`src/rtl/adc_capture_ctrl.sv`:
```
// Capture sequencer for the AD9643 DDR stream datapath (ADC clock domain only).
// Optional feature macro: ADC_CAPTURE_OR_ABORT_EN (overrange aborts capture, adds err_or).
module adc_capture_ctrl #(
  parameter int LEN_W     = 16,
  parameter int DLY_W     = 16,
  parameter int DRAIN_CYC = 4
) (
  input  logic             m_axi_aclk,
  input  logic             m_axi_aresetn,
  input  logic             cfg_start,
  input  logic             cfg_stop,
  input  logic             cfg_trig_ext_en,
  input  logic             ext_trig,
  input  logic [DLY_W-1:0] cfg_delay,
  input  logic [LEN_W-1:0] cfg_length,
  input  logic             s_tvalid_chA,
  input  logic             s_tvalid_chB,
  input  logic [1:0]       adc_or,
  output logic             ddr_data_en,
  output logic             m_tlast_chA,
  output logic             m_tlast_chB,
  output logic             busy,
  output logic             done,
  output logic [2:0]       state_o,
  output logic [7:0]       or_events
`ifdef ADC_CAPTURE_OR_ABORT_EN
  ,
  output logic             err_or
`endif
);

  typedef enum logic [2:0] {
    S_IDLE    = 3'd0,
    S_ARMED   = 3'd1,
    S_DELAY   = 3'd2,
    S_CAPTURE = 3'd3,
    S_DRAIN   = 3'd4,
    S_DONE    = 3'd5
  } state_e;

  localparam int                 DRAIN_W    = (DRAIN_CYC > 1) ? $clog2(DRAIN_CYC) : 1;
  localparam logic [DRAIN_W-1:0] DRAIN_LAST = DRAIN_W'(DRAIN_CYC - 1);
  localparam logic [LEN_W-1:0]   LEN_ONE    = LEN_W'(1);

  state_e             state_q, state_d;
  logic [LEN_W-1:0]   len_q, len_d;
  logic [LEN_W-1:0]   cnt_a_q, cnt_a_d;
  logic [LEN_W-1:0]   cnt_b_q, cnt_b_d;
  logic [DLY_W-1:0]   dly_q, dly_d;
  logic [DLY_W-1:0]   dly_cnt_q, dly_cnt_d;
  logic [DRAIN_W-1:0] drain_cnt_q, drain_cnt_d;
  logic [7:0]         or_cnt_q, or_cnt_d;
  logic               trig_prev_q;
  logic               en_q, en_d;
  logic               done_q, done_d;
`ifdef ADC_CAPTURE_OR_ABORT_EN
  logic               err_q, err_d;
`endif

  logic len_zero, or_hit, beat_a, beat_b, tlast_a, tlast_b, frame_full;

  always_comb begin
    // NOTE: every _d starts from its _q so no branch below can leave a signal unassigned (no latches).
    state_d     = state_q;
    len_d       = len_q;
    dly_d       = dly_q;
    dly_cnt_d   = dly_cnt_q;
    cnt_a_d     = cnt_a_q;
    cnt_b_d     = cnt_b_q;
    drain_cnt_d = drain_cnt_q;
    or_cnt_d    = or_cnt_q;
`ifdef ADC_CAPTURE_OR_ABORT_EN
    err_d       = err_q;
`endif
    len_zero    = (len_q == '0);
    or_hit      = |adc_or;
    beat_a      = 1'b0;
    beat_b      = 1'b0;
    tlast_a     = 1'b0;
    tlast_b     = 1'b0;
    frame_full  = 1'b0;

    unique case (state_q)
      S_IDLE: begin
        // A simultaneous stop cancels the start outright.
        if (cfg_start && !cfg_stop) begin
          len_d    = cfg_length;
          dly_d    = cfg_delay;
          cnt_a_d  = '0;
          cnt_b_d  = '0;
          or_cnt_d = '0;
`ifdef ADC_CAPTURE_OR_ABORT_EN
          err_d    = 1'b0;
`endif
          if (cfg_trig_ext_en) begin
            state_d = S_ARMED;
          end else begin
            state_d   = S_DELAY;
            dly_cnt_d = cfg_delay;
          end
        end
      end
      S_ARMED: begin
        if (cfg_stop) begin
          state_d = S_DRAIN;
        end else if (ext_trig && !trig_prev_q) begin
          state_d   = S_DELAY;
          dly_cnt_d = dly_q;
        end
      end
      S_DELAY: begin
        if (cfg_stop)                state_d = S_DRAIN;
        else if (dly_cnt_q == '0)    state_d = S_CAPTURE;
        else                         dly_cnt_d = dly_cnt_q - DLY_W'(1);
      end
      S_CAPTURE: begin
        // A channel that already delivered len beats ignores further valids.
        beat_a  = s_tvalid_chA && (len_zero || (cnt_a_q != len_q));
        beat_b  = s_tvalid_chB && (len_zero || (cnt_b_q != len_q));
        tlast_a = beat_a && !len_zero && (cnt_a_q == len_q - LEN_ONE);
        tlast_b = beat_b && !len_zero && (cnt_b_q == len_q - LEN_ONE);
        if (beat_a) cnt_a_d = cnt_a_q + LEN_ONE;
        if (beat_b) cnt_b_d = cnt_b_q + LEN_ONE;
        if (or_hit && (or_cnt_q != 8'hFF)) or_cnt_d = or_cnt_q + 8'd1;
        frame_full = !len_zero && (cnt_a_d == len_q) && (cnt_b_d == len_q);
        if (cfg_stop || frame_full) state_d = S_DRAIN;
`ifdef ADC_CAPTURE_OR_ABORT_EN
        if (or_hit) begin
          state_d = S_DRAIN;
          err_d   = 1'b1;
        end
`endif
      end
      S_DRAIN: begin
        if (drain_cnt_q == '0) state_d = S_DONE;
        else                   drain_cnt_d = drain_cnt_q - DRAIN_W'(1);
      end
      S_DONE:  state_d = S_IDLE;
      default: state_d = S_IDLE;
    endcase

    if ((state_d == S_DRAIN) && (state_q != S_DRAIN)) drain_cnt_d = DRAIN_LAST;
    en_d   = (state_d == S_CAPTURE);
    done_d = (state_d == S_DONE);
  end

  // NOTE: non-blocking assignments so every flop samples pre-edge values; reset is sampled on the edge.
  always_ff @(posedge m_axi_aclk) begin
    if (!m_axi_aresetn) begin
      state_q     <= S_IDLE;
      len_q       <= '0;
      dly_q       <= '0;
      dly_cnt_q   <= '0;
      cnt_a_q     <= '0;
      cnt_b_q     <= '0;
      drain_cnt_q <= '0;
      or_cnt_q    <= '0;
      trig_prev_q <= 1'b0;
      en_q        <= 1'b0;
      done_q      <= 1'b0;
`ifdef ADC_CAPTURE_OR_ABORT_EN
      err_q       <= 1'b0;
`endif
    end else begin
      state_q     <= state_d;
      len_q       <= len_d;
      dly_q       <= dly_d;
      dly_cnt_q   <= dly_cnt_d;
      cnt_a_q     <= cnt_a_d;
      cnt_b_q     <= cnt_b_d;
      drain_cnt_q <= drain_cnt_d;
      or_cnt_q    <= or_cnt_d;
      trig_prev_q <= ext_trig;
      en_q        <= en_d;
      done_q      <= done_d;
`ifdef ADC_CAPTURE_OR_ABORT_EN
      err_q       <= err_d;
`endif
    end
  end

  assign ddr_data_en = en_q;
  assign m_tlast_chA = tlast_a;
  assign m_tlast_chB = tlast_b;
  assign busy        = (state_q != S_IDLE);
  assign done        = done_q;
  assign state_o     = state_q;
  assign or_events   = or_cnt_q;
`ifdef ADC_CAPTURE_OR_ABORT_EN
  assign err_or      = err_q;
`endif

endmodule

```
`config.mk`:
```
export PLATFORM = sky130hd
export DESIGN_NAME = adc_capture_ctrl
export DESIGN_NICKNAME = d
export VERILOG_FILES = /design/src/rtl/adc_capture_ctrl.sv
export SDC_FILE = /design/constraint.sdc
export NUM_CORES = 1
export LEC_CHECK = 0
export BUFFER_PORTS_ARGS = -buffer_cell sky130_fd_sc_hd__buf_4
export CAP_MARGIN = 0
export CORE_ASPECT_RATIO = 0.75
export CORE_MARGIN = 2
export CORE_UTILIZATION = 60
export DETAILED_ROUTE_END_ITERATION = 8
export PLACE_DENSITY = 0.8
export SLEW_MARGIN = 5
export SYNTH_ARGS = -nofsm -noshare
export SYNTH_HDL_FRONTEND = slang
export SYNTH_SLANG_ARGS = --single-unit
```
`constraint.sdc`:
```
create_clock -name m_axi_aclk -period 3.4 [get_ports m_axi_aclk]
set_input_delay 0.34 -clock m_axi_aclk [delete_from_list [all_inputs] [get_ports m_axi_aclk]]
set_output_delay 0.34 -clock m_axi_aclk [all_outputs]
set_load 0.02 [all_outputs]
```
# == Word level (Yosys, flattened, before mapping) ==
# Index checks and enable logic that the tools add are counted.
# totals
reg_bits,96
elab_cells,103
# op_classes
n_addsub,6
n_eq_ne,23
mux,31
n_reduce_logical,32
# op_table
cell,n
$mux 16,11
$eq 16x16->1,4
$pmux 16 s2,2
$pmux 16 s3,1
$add 16x1->16 const B,2
$logic_not 16->1,2
$ne 16x16->1,2
$sub 16x1->16 const B,2
$mux 3,7
$mux 8,2
$pmux 8 s2,1
$pmux 3 s5,1
$ne 2x2->1 const B,7
$logic_and 1x1->1,12
$eq 3x2->1 const B,3
$eq 3x3->1 const B,3
$add 8x1->8 const B,1
$mux 2,4
$ne 8x8->1 const B,1
$reduce_and 7->1,1
$reduce_and 2->1,3
$reduce_bool 3->1,2
$reduce_bool 2->1,2
$eq 3x1->1 const B,1
other kinds (10),15

# == Depth between registers and ports, before layout ==
# logic_depth
word_depth,15
mapped_depth,13

# == Least setup slack after synthesis ==
# No wires, ideal clock.
# synth_path
path_kind,reg-to-output
start,register len_q[1]
end,output port m_tlast_chB
arrival_ps,2575
required_time_ps,3060
setup_slack_ps,485
path_stages_with_launch,12
path_buffers,1
path_cell_list,dfxtp_1 buf_2 nor2_1 and3b_2 nand2_1 or3_1 or3_1 mux2_2 mux2i_1 nor2_1 a31oi_1 nor3_1
# synth_via
elab_chain_cells,6
elab_cells_between_ends,10
cone_classes,1 x add/sub; 2 x eq/ne; 1 x mux; 6 x reduce/logical
# synth_rtl
element,line_no,source
"start, declared",46,"logic [LEN_W-1:0] len_q, len_d;"
"start signal, assigned",166,len_q <= len_d;
branches (longest 4 deep; another with $sub 16x1->16),n/a,
$logic_and 1x1->1 (*),121,tlast_b = beat_b && !len_zero && (cnt_b_q == len_q - LEN_ONE);
$mux 1 (*),83,unique case (state_q)
"end, declared",21,"output logic m_tlast_chB,"
# Every way passes the cells marked *.

# == Worst setup path after layout ==
# layout_path
start,register len_q[5]
end,register en_q (netlist: ddr_data_en)
# layout_via
elab_chain_cells,12
elab_cells_between_ends,20
cone_classes,5 x eq/ne; 6 x mux; 9 x reduce/logical
# layout_rtl
element,line_no,source
$ne 16x16->1 or $logic_not 16->1 (tied branches),"118, 75",
$logic_or 1x1->1,118,beat_a = s_tvalid_chA && (len_zero || (cnt_a_q != len_q));
$logic_and 1x1->1,118,
$mux 16,122,if (beat_a) cnt_a_d = cnt_a_q + LEN_ONE;
$mux 16,83,
$eq 16x16->1,125,frame_full = !len_zero && (cnt_a_d == len_q) && (cnt_b_d == len_q);
$logic_and 1x1->1,125,
$logic_and 1x1->1 (*),125,
$logic_or 1x1->1 (*),126,if (cfg_stop || frame_full) state_d = S_DRAIN;
$mux 3 (*),126,
$pmux 3 s5 (*),83,
$eq 3x2->1 (*),143,en_d = (state_d == S_CAPTURE);
"end signal, assigned",174,en_q <= en_d;
"end, declared",54,"logic en_q, en_d;"
# Every way passes the cells marked *; elsewhere a longest branch is shown, timed or not. The select of a mux whose other input is x is not followed.
# A chain may end at the register's enable or synchronous reset.

==> flow_summary.yaml <==
setup_path:
  cp.required_ps: 3640
  critical_path.max_fanout: 8
  cp-start-kind: "flip-flop"
  worst-setup-path-type: "flip-flop to flip-flop"
  r2r_slack_ps: 110
  rr_startpoint: "len_q[5]$_SDFFE_PN0P_"
  r2r-end: "ddr_data_en$_SDFF_PN0_"
  cp-end-kind: "flip-flop"
  ff2ff_path_depth: 10
  cpPeakStageDelay_ps: 570
  critical_path.top_delay_family: "simple AND/OR/NAND/NOR gates"
  crit_chain: "xor2_1 -> or4_4 -> or2_4 -> nor2_4 -> a211o_2 -> nand4_1 -> a2111o_1 -> nor4_2 -> a311oi_1 -> a31o_1"
  arrival_ps: 3530
  critical_path.slowest_cell: "dfxtp_1"
  crit_buf_inv: 0
route:
  drt_iter0_drc: 799
  routed.top_layer: "met4"
  dr_total_vias: 7033
  antenna_left: 0
  routed_wl_um: 19700
  wl_per_cell_um: 17.8
  drt-pass1-iter-count: 6
  dr_wl_met3_um: 1810
  route.met2.wl_um: 7860
  wl_met1_um: 9640
  drc: 0
  vias_per_cell: 6.34
power_and_ir_drop:
  intPower_w: 0.00212
  combinationalPowerShare: 0.275
  p_leak_nw: 2.95
  pwr-share-clk: 0.336
  swShare: 0.325
  peakVddDrop_mv: 0.293
  p_seq_frac: 0.389
  power.density_mw_per_mm2: 397
  p_switching_w: 0.00102
place:
  place_congestion: 1.04
  dpl_cell_area_sq_mm: 0.00752
  hpwlAfterDp_um: 14600
  port_buffers: 57
synthesis:
  synth_ff_type: "dfxtp_1"
  ys_types: 79
  synth_seq_cells: 96
  async_flop_share: 0
  syn_inst: 920
  synth_nets: 969
  syn_avg_cell_area_sq_um: 7.62
  synth_edf_count: 0
  ys.warnings.count: 0
  yosysSeqAreaShare: 0.274
  synthesis.area_sq_mm: 0.00701
clocking:
  cts_hold_buf: 0
  cts_buffer_depth: 2
  cts-root-buf: "clkbuf_16"
  clock_latency_ps: 350
  cts_buffers: 9
  clkTransAtPathRegs_ps: 70
  cts_tree: "done"
  htree_levels: 3
  clkSinkCount: 96
  cts_setup_buffers: 0
floorplanning:
  die_y_um: 97.6
  row_count: 34
  start_util: 0.611
  io_pins: 58
  core_sq_mm: 0.0115
  dieArea_sq_mm: 0.0126
  die_width_um: 129
min_path:
  hold_depth: 2
  worst_hold_path.endpoint: "trig_prev_q$_SDFF_PN0_"
  min_from: "ext_trig"
  min_path_type: "primary input to flip-flop"
outcome:
  status: "finished, final reports clean"
finish:
  fin_area_sq_mm: 0.00789
  drive_above_1_share: 0.174
  nNetsFinal: 1009
  antennaDiodeCount: 0
  final_util: 0.687
  area_delta_synth_final_pct: 12.5
job:
  cap_viol_max_count: 0
timing:
  rsz0062_at_grt: "yes"
  max_slew.worst_pin.slew_ps: 809
  finalCriticalPeriod_ps: 3290
  final.period_utilization: 0.969
  final-setup-viol-count: 0
  slew_headroom: 0.461
  slew_viol_final: 0
  skew_ps: 8.23
  final_hold_viol_count: 0
  max_freq_mhz: 304
grt:
  grt_pass1_wl_um: 32300
  grt_use_total: 0.320
  antenna_found_initial: 0
  first_global_vias: 6285
  grt.overflow.total: 0
  grt_max_degree: 93
-- cell usage after synthesis, drive strengths merged (3+ instances only) --
library cell,n,area share
a21boi,50,0.054
a21o,4,0.0043
a21oi,40,0.031
a22o,9,0.011
a22oi,13,0.014
a31oi,9,0.0080
and2,24,0.021
and3,8,0.0071
and4,4,0.0054
buf,22,0.021
clkbuf,48,0.039
dfxtp,96,0.27
ha,7,0.012
inv,17,0.0091
mux2i,11,0.016
nand2,137,0.073
nand2b,4,0.0036
nand3,37,0.026
nand4,29,0.026
nand4b,3,0.0037
nor2,66,0.037
nor2b,13,0.012
nor3,27,0.021
nor3b,5,0.0054
nor4,18,0.022
o211a,3,0.0043
o211ai,9,0.0096
o21a,5,0.0054
o21ai,59,0.043
o221ai,7,0.0087
o31ai,3,0.0032
o41ai,3,0.0037
or2,4,0.0039
or3,18,0.017
xnor2,49,0.069
xor2,31,0.039
-- cell families (layout without fill, tap and decap cells) --
| group | count (synthesis) | count (layout) | synth area share |
|---|---|---|---|
| AO/OA/AOI/OAI | 233 | 233 | 0.224 |
| XOR/XNOR | 80 | 80 | 0.108 |
| adder cells (fa/ha/maj) | 7 | 7 | 0.0125 |
| buffers and inverters | 87 | 132 | 0.0687 |
| flip-flops | 96 | 96 | 0.274 |
| multiplexers | 13 | 13 | 0.0189 |
| AND/OR/NAND/NOR | 404 | 404 | 0.294 |
-- cell type report --
| type | count | area, sq um |
|---|---|---|
| Fill cell | 1007 | 3590 |
| Inverter | 17 | 63.8 |
| Clock buffer | 10 | 239 |
| Sequential cell | 96 | 1940 |
| Multi-Input combinational cell | 737 | 4660 |
| Timing Repair Buffer | 99 | 743 |
| Clock inverter | 6 | 65.1 |
| Tap cell | 144 | 180 |
-- power groups by stage --
| stage | clock network (W) | logic, W | registers [W] |
|---|---|---|---|
| final | 0.00105 | 0.000863 | 0.00122 |
| after global routing | 0.00112 | 0.000946 | 0.00122 |
| after CTS | 0.00106 | 0.000837 | 0.00122 |
| after detailed placement | 0 | 0.000825 | 0.00124 |
| after global placement | 0 | 0.000819 | 0.00124 |
| after floorplan | 0 | 0.000619 | 0.00122 |
-- what timing repair did --
item                                    4_1_cts  5_1_grt
cloned                                        0        0
resized for setup                             5       19
endpoints found under the setup margin        2        3
-- routing by layer --
metal | vias up | track usage
met5 | - | 0
met4 | 0 | 0.0794
met3 | 47 | 0.0699
met2 | 334 | 0.446
met1 | 3294 | 0.492
li1 | 3358 | -
-- layout by cell type (no fill, tap or decap), types with 6 or more instances in the layout --
| cell | count |
|---|---|
| inv_1 | 17 |
| and3_1 | 8 |
| nor2b_1 | 13 |
| mux2i_1 | 11 |
| buf_4 | 99 |
| or3_1 | 14 |
| clkbuf_16 | 9 |
| o211ai_1 | 9 |
| a22o_1 | 9 |
| a31oi_1 | 9 |
| o221ai_1 | 7 |
| dfxtp_1 | 88 |
| nor4_1 | 13 |
| ha_1 | 6 |
| xnor2_1 | 43 |
| nand4_1 | 29 |
| nor3_1 | 23 |
| a21boi_0 | 48 |
| and2_1 | 24 |
| nand3_1 | 36 |
| o21ai_0 | 57 |
| nand2_1 | 136 |
| a21oi_1 | 38 |
| xor2_1 | 31 |
| a22oi_1 | 13 |
| nor2_1 | 61 |
-- sequential cells by signal (all words and copies together), names as in the netlist --
signal,count
cnt_a_q,16
cnt_b_q,16
ddr_data_en,1
dly_cnt_q,16
dly_q,16
done,1
drain_cnt_q,2
len_q,16
or_events,8
state_o,3
trig_prev_q,1
-- worst register-to-register path, cell delays in order, from the launching register on --
cell and delay, ps:
dfxtp_1 570, xor2_1 240, or4_4 540, or2_4 290
nor2_4 200, a211o_2 150, nand4_1 100, a2111o_1 320
nor4_2 360, a311oi_1 210, a31o_1 220
-- metrics by stage --
| stage | worst slack, ps | TNS [ps] | total power (W) | hold WS [ps] | std cells |
|---|---|---|---|---|---|
| floorplan | 485 | 0 | 0.00184 | 443 | 920 |
| global placement | 240 | 0 | 0.00206 | 453 | 1093 |
| detailed placement | 209 | 0 | 0.00207 | 460 | 1093 |
| CTS | 5.23 | 0 | 0.00311 | 212 | 1109 |
| global route | -16.3 | -16.3 | 0.00329 | 240 | 1109 |
| finish | 106 | 0 | 0.00314 | 220 | 1109 |
-- worst max path at each step --
stage                                        end  cells past startpoint             startpoint
after floorplan                      m_tlast_chB                     11  len_q[1]$_SDFFE_PN0P_
after global placement    ddr_data_en$_SDFF_PN0_                     10  len_q[5]$_SDFFE_PN0P_
after detailed placement  ddr_data_en$_SDFF_PN0_                     10  len_q[5]$_SDFFE_PN0P_
after CTS                            m_tlast_chB                     11  len_q[3]$_SDFFE_PN0P_
after global routing                 m_tlast_chB                     11  len_q[2]$_SDFFE_PN0P_
final                     ddr_data_en$_SDFF_PN0_                     10  len_q[5]$_SDFFE_PN0P_
No activity file was read; power rests on OpenSTA's default activity.
